`src/rtl/column_rasterizer.sv`:
```
// column_rasterizer: expands one DDA column record into SCREEN_HEIGHT
// RGB565 pixel writes (ceiling, wall slice, floor), one pixel per cycle.
module column_rasterizer #(
  parameter int          SCREEN_WIDTH  = 320,
  parameter int          SCREEN_HEIGHT = 240,
  parameter logic [15:0] CEIL_COLOR    = 16'h2104,
  parameter logic [15:0] FLOOR_COLOR   = 16'h4208
) (
  input  logic        pixel_clk_in,
  input  logic        rst_in,
  input  logic        dda_fifo_tvalid_in,
  input  logic [37:0] dda_fifo_tdata_in,
  input  logic        dda_fifo_tlast_in,
  output logic        rasterizer_tready_out,
  output logic [16:0] ray_address_out,
  output logic [15:0] ray_pixel_out,
  output logic        ray_valid_out,
  output logic        ray_last_pixel_out
);

  localparam logic [8:0]  HEIGHT_9   = 9'(SCREEN_HEIGHT);
  localparam logic [8:0]  LAST_ROW_9 = 9'(SCREEN_HEIGHT - 1);
  localparam logic [16:0] WIDTH_17   = 17'(SCREEN_WIDTH);

  typedef enum logic {IDLE, DRAW} state_t;

  state_t state;

  // First wall row; tall slices clamp to the top of the screen.
  function automatic logic [8:0] draw_start(input logic [7:0] lh);
    logic [8:0] lh9;
    lh9 = {1'b0, lh};
    if (lh9 >= HEIGHT_9) return 9'd0;
    return (HEIGHT_9 - lh9) >> 1;
  endfunction

  // Last wall row; lineHeight=0 wraps to drawStart-1 so no row is wall.
  function automatic logic [8:0] draw_end(input logic [7:0] lh);
    logic [8:0] lh9;
    lh9 = {1'b0, lh};
    if (lh9 >= HEIGHT_9) return LAST_ROW_9;
    return draw_start(lh) + lh9 - 9'd1;
  endfunction

  // Halve each RGB565 channel; the mask stops bits leaking between fields.
  function automatic logic [15:0] shade_half(input logic [15:0] c);
    return (c >> 1) & 16'h7BEF;
  endfunction

  function automatic logic [15:0] wall_color(input logic [3:0] map, input logic y_side);
    logic [15:0] c;
    case (map)
      4'd0:    c = 16'hF81F;
      4'd1:    c = 16'hF800;
      4'd2:    c = 16'h07E0;
      4'd3:    c = 16'h001F;
      4'd4:    c = 16'hFFFF;
      default: c = 16'hFFE0;
    endcase
    return y_side ? shade_half(c) : c;
  endfunction

  // Latched column record and sweep position
  logic [8:0]  hc_p0;
  logic [8:0]  ds_p0;
  logic [8:0]  de_p0;
  logic [3:0]  map_p0;
  logic        wt_p0;
  logic        last_p0;
  logic [15:0] wallx_unused_p0;
  logic [8:0]  y_p0;
  logic [16:0] addr_p0;

  logic        accept;
  logic [8:0]  src_hc, src_ds, src_de, nxt_y;
  logic [3:0]  src_map;
  logic        src_wt, src_last;
  logic [16:0] nxt_addr;
  logic [15:0] nxt_pix;
  logic        nxt_valid, nxt_last;

  assign accept = dda_fifo_tvalid_in && rasterizer_tready_out;

  // Next row's address/pixel: from the incoming record on accept, else from the latched one.
  always_comb begin
    if (state == IDLE) begin
      src_hc   = dda_fifo_tdata_in[37:29];
      src_ds   = draw_start(dda_fifo_tdata_in[28:21]);
      src_de   = draw_end(dda_fifo_tdata_in[28:21]);
      src_wt   = dda_fifo_tdata_in[20];
      src_map  = dda_fifo_tdata_in[19:16];
      src_last = dda_fifo_tlast_in;
      nxt_y    = 9'd0;
      nxt_addr = {8'd0, dda_fifo_tdata_in[37:29]};
    end else begin
      src_hc   = hc_p0;
      src_ds   = ds_p0;
      src_de   = de_p0;
      src_wt   = wt_p0;
      src_map  = map_p0;
      src_last = last_p0;
      nxt_y    = y_p0 + 9'd1;
      nxt_addr = addr_p0 + WIDTH_17;
    end
    if (nxt_y < src_ds)      nxt_pix = CEIL_COLOR;
    else if (nxt_y > src_de) nxt_pix = FLOOR_COLOR;
    else                     nxt_pix = wall_color(src_map, src_wt);
    nxt_valid = ({8'd0, src_hc} < WIDTH_17);
    nxt_last  = src_last && (nxt_y == LAST_ROW_9);
  end

  // Record latch and running row/address; no reset needed on datapath state.
  always_ff @(posedge pixel_clk_in) begin
    if (accept) begin
      hc_p0           <= src_hc;
      ds_p0           <= src_ds;
      de_p0           <= src_de;
      wt_p0           <= src_wt;
      map_p0          <= src_map;
      last_p0         <= src_last;
      wallx_unused_p0 <= dda_fifo_tdata_in[15:0];
      y_p0            <= nxt_y;
      addr_p0         <= nxt_addr;
    end else if (state == DRAW) begin
      y_p0    <= nxt_y;
      addr_p0 <= nxt_addr;
    end
  end

  // FSM and registered outputs; address/pixel hold whenever no write is issued.
  always_ff @(posedge pixel_clk_in) begin
    if (rst_in) begin
      state                 <= IDLE;
      rasterizer_tready_out <= 1'b1;
      ray_valid_out         <= 1'b0;
      ray_last_pixel_out    <= 1'b0;
      ray_address_out       <= '0;
      ray_pixel_out         <= '0;
    end else begin
      case (state)
        IDLE: begin
          if (accept) begin
            state                 <= DRAW;
            rasterizer_tready_out <= 1'b0;
            ray_valid_out         <= nxt_valid;
            ray_last_pixel_out    <= nxt_last;
            if (nxt_valid) begin
              ray_address_out <= nxt_addr;
              ray_pixel_out   <= nxt_pix;
            end
          end else begin
            ray_valid_out      <= 1'b0;
            ray_last_pixel_out <= 1'b0;
          end
        end
        DRAW: begin
          if (y_p0 == LAST_ROW_9) begin
            state                 <= IDLE;
            rasterizer_tready_out <= 1'b1;
            ray_valid_out         <= 1'b0;
            ray_last_pixel_out    <= 1'b0;
          end else begin
            ray_valid_out      <= nxt_valid;
            ray_last_pixel_out <= nxt_last;
            if (nxt_valid) begin
              ray_address_out <= nxt_addr;
              ray_pixel_out   <= nxt_pix;
            end
          end
        end
        default: state <= IDLE;
      endcase
    end
  end

endmodule

```
`config.mk`:
```
export PLATFORM = sky130hd
export DESIGN_NAME = column_rasterizer
export DESIGN_NICKNAME = d
export VERILOG_FILES = /design/src/rtl/column_rasterizer.sv
export SDC_FILE = /design/constraint.sdc
export NUM_CORES = 1
export LEC_CHECK = 0
export BUFFER_PORTS_ARGS = -buffer_cell sky130_fd_sc_hd__buf_4
export CAP_MARGIN = 20
export CORE_MARGIN = 3
export CORE_UTILIZATION = 35
export CTS_CLUSTER_DIAMETER = 50
export DETAILED_ROUTE_END_ITERATION = 8
export SLEW_MARGIN = 10
export SYNTH_ARGS = -nofsm -noshare
export SYNTH_HDL_FRONTEND = slang
export SYNTH_SLANG_ARGS = --single-unit
export TNS_END_PERCENT = 100
```
`constraint.sdc`:
```
create_clock -name pixel_clk_in -period 4.64 [get_ports pixel_clk_in]
set_clock_uncertainty 0.15 [all_clocks]
set_input_delay 0.464 -clock pixel_clk_in [delete_from_list [all_inputs] [get_ports pixel_clk_in]]
set_output_delay 0.464 -clock pixel_clk_in [all_outputs]
set_load 0.02 [all_outputs]
```
==> results.toml <==
[run_status]
status = "finished, final reports clean"

[grt]
grt_max_degree = 53
grt_pass1_wl_um = 17300
antenna_found_initial = 0
grt_use_total_pct = 14.5
grt_pass1_vias = 3580
overflow = 0

[clock_network]
path_clk_slew_ps = 70
insertion_delay_ps = 340
clock-sinks = 86
ctsLongestPathBuffers = 2
htree_num_levels = 3
cts_tree = "built"
cts_root_buf = "clkbuf_16"
ctsHoldBuffers = 0
cts_buffers = 9

[drt]
drtPass1Iterations = 5
antenna_left = 0
drt_iter0_drc = 197
wire_per_inst_um = 14.4
dr_total_vias = 3727
vias_per_cell = 5.07
route.detailed.drc = 0
drt-total-wl_um = 10600

[finish]
final_cell_count_no_fill = 735
area_growth_syn_to_layout_pct = 23.1
num_antenna_cells = 0
final_nets = 635
drive_gt1_share_pct = 22.6
final_common_cell = "buf_4"
final_cell_mix = "85 x buf_4, 76 x nand2_1, 53 x edfxtp_1"

[floorplan]
initial_utilization_pct = 36.6
die_w_um = 122
num_rows = 41
pin_count = 78
fp.coreArea_um2 = 12900
die_area_um2 = 15000
die_h_um = 122

[worst_setup_path]
r2r_start = "y_p0[0]"
crit_top_cell = "ha_1"
cp.depth = 23
path_delay_family = "compound AO/OA/AOI/OAI gates"
crit_path_max_incr_delay_ps = 350
cp-start-kind = "primary input"
critical_path.slowest_cell = "ha_1"
rr_endpoint = "ray_pixel_out[3]"
path_buf_inv = 6
crit_chain = "buf_4 -> inv_1 -> ha_1 -> inv_1 -> a21o_1 -> buf_4 -> nand2_1 -> ha_1 -> inv_1 -> ha_1 -> nor2b_1 -> o31a_1 -> o41ai_2 -> xnor2_1 -> a22oi_1 -> ha_1 -> a211o_1 -> a21oi_1 -> o31ai_1 -> o21ai_1 -> buf_4 -> nand2_1 -> a311oi_1"
cp.arrival_ps = 4460
crit_path_end = "ray_pixel_out[8]"
crit_start = "dda_fifo_tdata_in[22]"
worst_r2r_path_depth = 11
crit_type = "in2reg"
crit_path_end_kind = "flop"
required_ps = 4740
cp_max_fo = 7
rrSetupSlack_ps = 1120

[synth]
yosys_register_bits = 86
synthCells = 483
syn_nets = 560
ys_seq_area_share_pct = 47.5
ys_warn_count = 0
synth_cell_type_count = 51
syn_area_per_cell_um2 = 9.81
synth_area_um2 = 4740
synthArstFlopShare_pct = 0
ys.flop_type = "edfxtp_1"
synth-edff-count = 53

[hold_path]
hold_class = "in2reg"
hp-start = "dda_fifo_tdata_in[35]"
min_path_cells = 3

[power_and_ir_drop]
p_per_area_nw_per_um2 = 388
vdd_drop_max_mv = 0.200
p_sw_share_pct = 29.5
clkPwrFrac_pct = 34.1
p_int_uw = 1600
leakage_uw = 0.00247
switchingPower_uw = 668
p_total_uw = 2270
power_frac_comb_pct = 24.1
seq_power_share_pct = 41.8

[place]
dp_hpwl_um = 7710
dp_cells = 716
gp_congestion = 0.835
numPortBuffers = 61

[timing]
whs_ps = 284
max_freq_mhz = 229
period_share_pct = 94.0
slew_violations = 0
finalCriticalPeriod_ps = 4360
hold_violations = 0
worst_slew_pin_slew_ps = 574
slew_headroom_pct = 61.3
setup_viol = 0

[run]
drv_cap = 0
[kinds of logic (layout without fill, tap and decap cells)]
group                      count (synthesis)  after routing  share of synthesized area (%)
buffers and inverters                     64            144                           5.94
adders and majority gates                 35             35                           9.40
AOI/OAI and AO/OA                         94             94                           13.0
muxes                                     13             13                           3.09
DFF                                       86             86                           47.5
and+or+nand+nor                          170            170                           17.2
xor gates and xnor gates                  21             21                           3.88
[layout make-up]
type / count / area, µm²
Clock buffer: 10 / 250
Clock inverter: 6 / 75.1
Fill cell: 1245 / 7090
Inverter: 42 / 158
Multi-Input combinational cell: 333 / 2220
Sequential cell: 86 / 2250
Tap cell: 172 / 215
Timing Repair Buffer: 86 / 666
[registers in the layout (all words and copies together), names as in the netlist, 3 cells and up]
name / cells
addr_p0: 17
ray_address_out: 17
ray_pixel_out: 12
de_p0: 9
ds_p0: 9
y_p0: 9
map_p0: 4
hc_p0: 3
[worst min-delay path by stage]
stage                                      to
final                                hc_p0[6]
after detailed placement  ray_address_out[13]
after CTS                            hc_p0[6]
after global routing                    wt_p0
after global placement     ray_address_out[1]
after floorplan                      ds_p0[8]
[power by group through the flow]
stage | registers [µW] | logic [µW] | clock network, µW
2_1_floorplan | 979 | 345 | 0
3_3_place_gp | 960 | 523 | 0
3_5_place_dp | 963 | 536 | 0
4_1_cts | 947 | 540 | 792
5_1_grt | 955 | 613 | 826
6_report | 947 | 546 | 773
[metrics by stage]
step,util [%],TNS (ps),setup WS [ps],cell area [µm²]
global route,45.1,-31.1,-19.8,5830
finish,45.1,0,279,5830
detailed placement,42.2,-200,-50.2,5460
CTS,44.7,0,281,5780
floorplan,-,0,75.5,4740
global placement,42.2,-148,-53.0,5460
[per-layer routing]
metal | track usage, % | part of all wire (%) | wire length [µm]
met1 | 18.4 | 45 | 4810
met2 | 25.1 | 51 | 5370
met3 | 2.72 | 2.6 | 279
met4 | 4.20 | 1.2 | 124
met5 | 0 | 0 | 0
[synthesized netlist by cell type (all sizes together) (2+ instances only)]
cell type  instances  share of area (%)
o21a               9                1.4
nand2b             4               0.53
dfxtp             33                 14
a21o               4               0.63
o21ai             15                1.6
o22ai              5               0.66
or3                7               0.92
nor3              10                1.3
o22a               2               0.37
a311oi             3               0.55
a31oi              3               0.40
clkbuf             8               0.63
o31ai              9                1.4
or4b               2               0.50
and2               5               0.66
xor2               9                1.7
a22oi              2               0.32
nand3b             4               0.63
nor2              33                2.7
ha                34                9.0
nand3             11                1.2
buf               14                2.0
mux2              13                3.1
a2111oi            3               0.95
nand4              7               0.92
and4               2               0.37
xnor2             12                2.2
nor4b              2               0.37
nor2b              4               0.53
nand2             76                6.0
a21oi             32                3.4
and3               2               0.26
edfxtp            53                 34
inv               42                3.3
[tightest hold or removal path, cell delays in order]
cell and delay, ps:
buf_4 80, nand2_1 60, nand2_1 60
[repair_timing]
item                       CTS  global route
setup endpoints to repair    0             8
resized for setup            0             1
buffers inserted             0             2
Power figures use the tool's default switching activity.
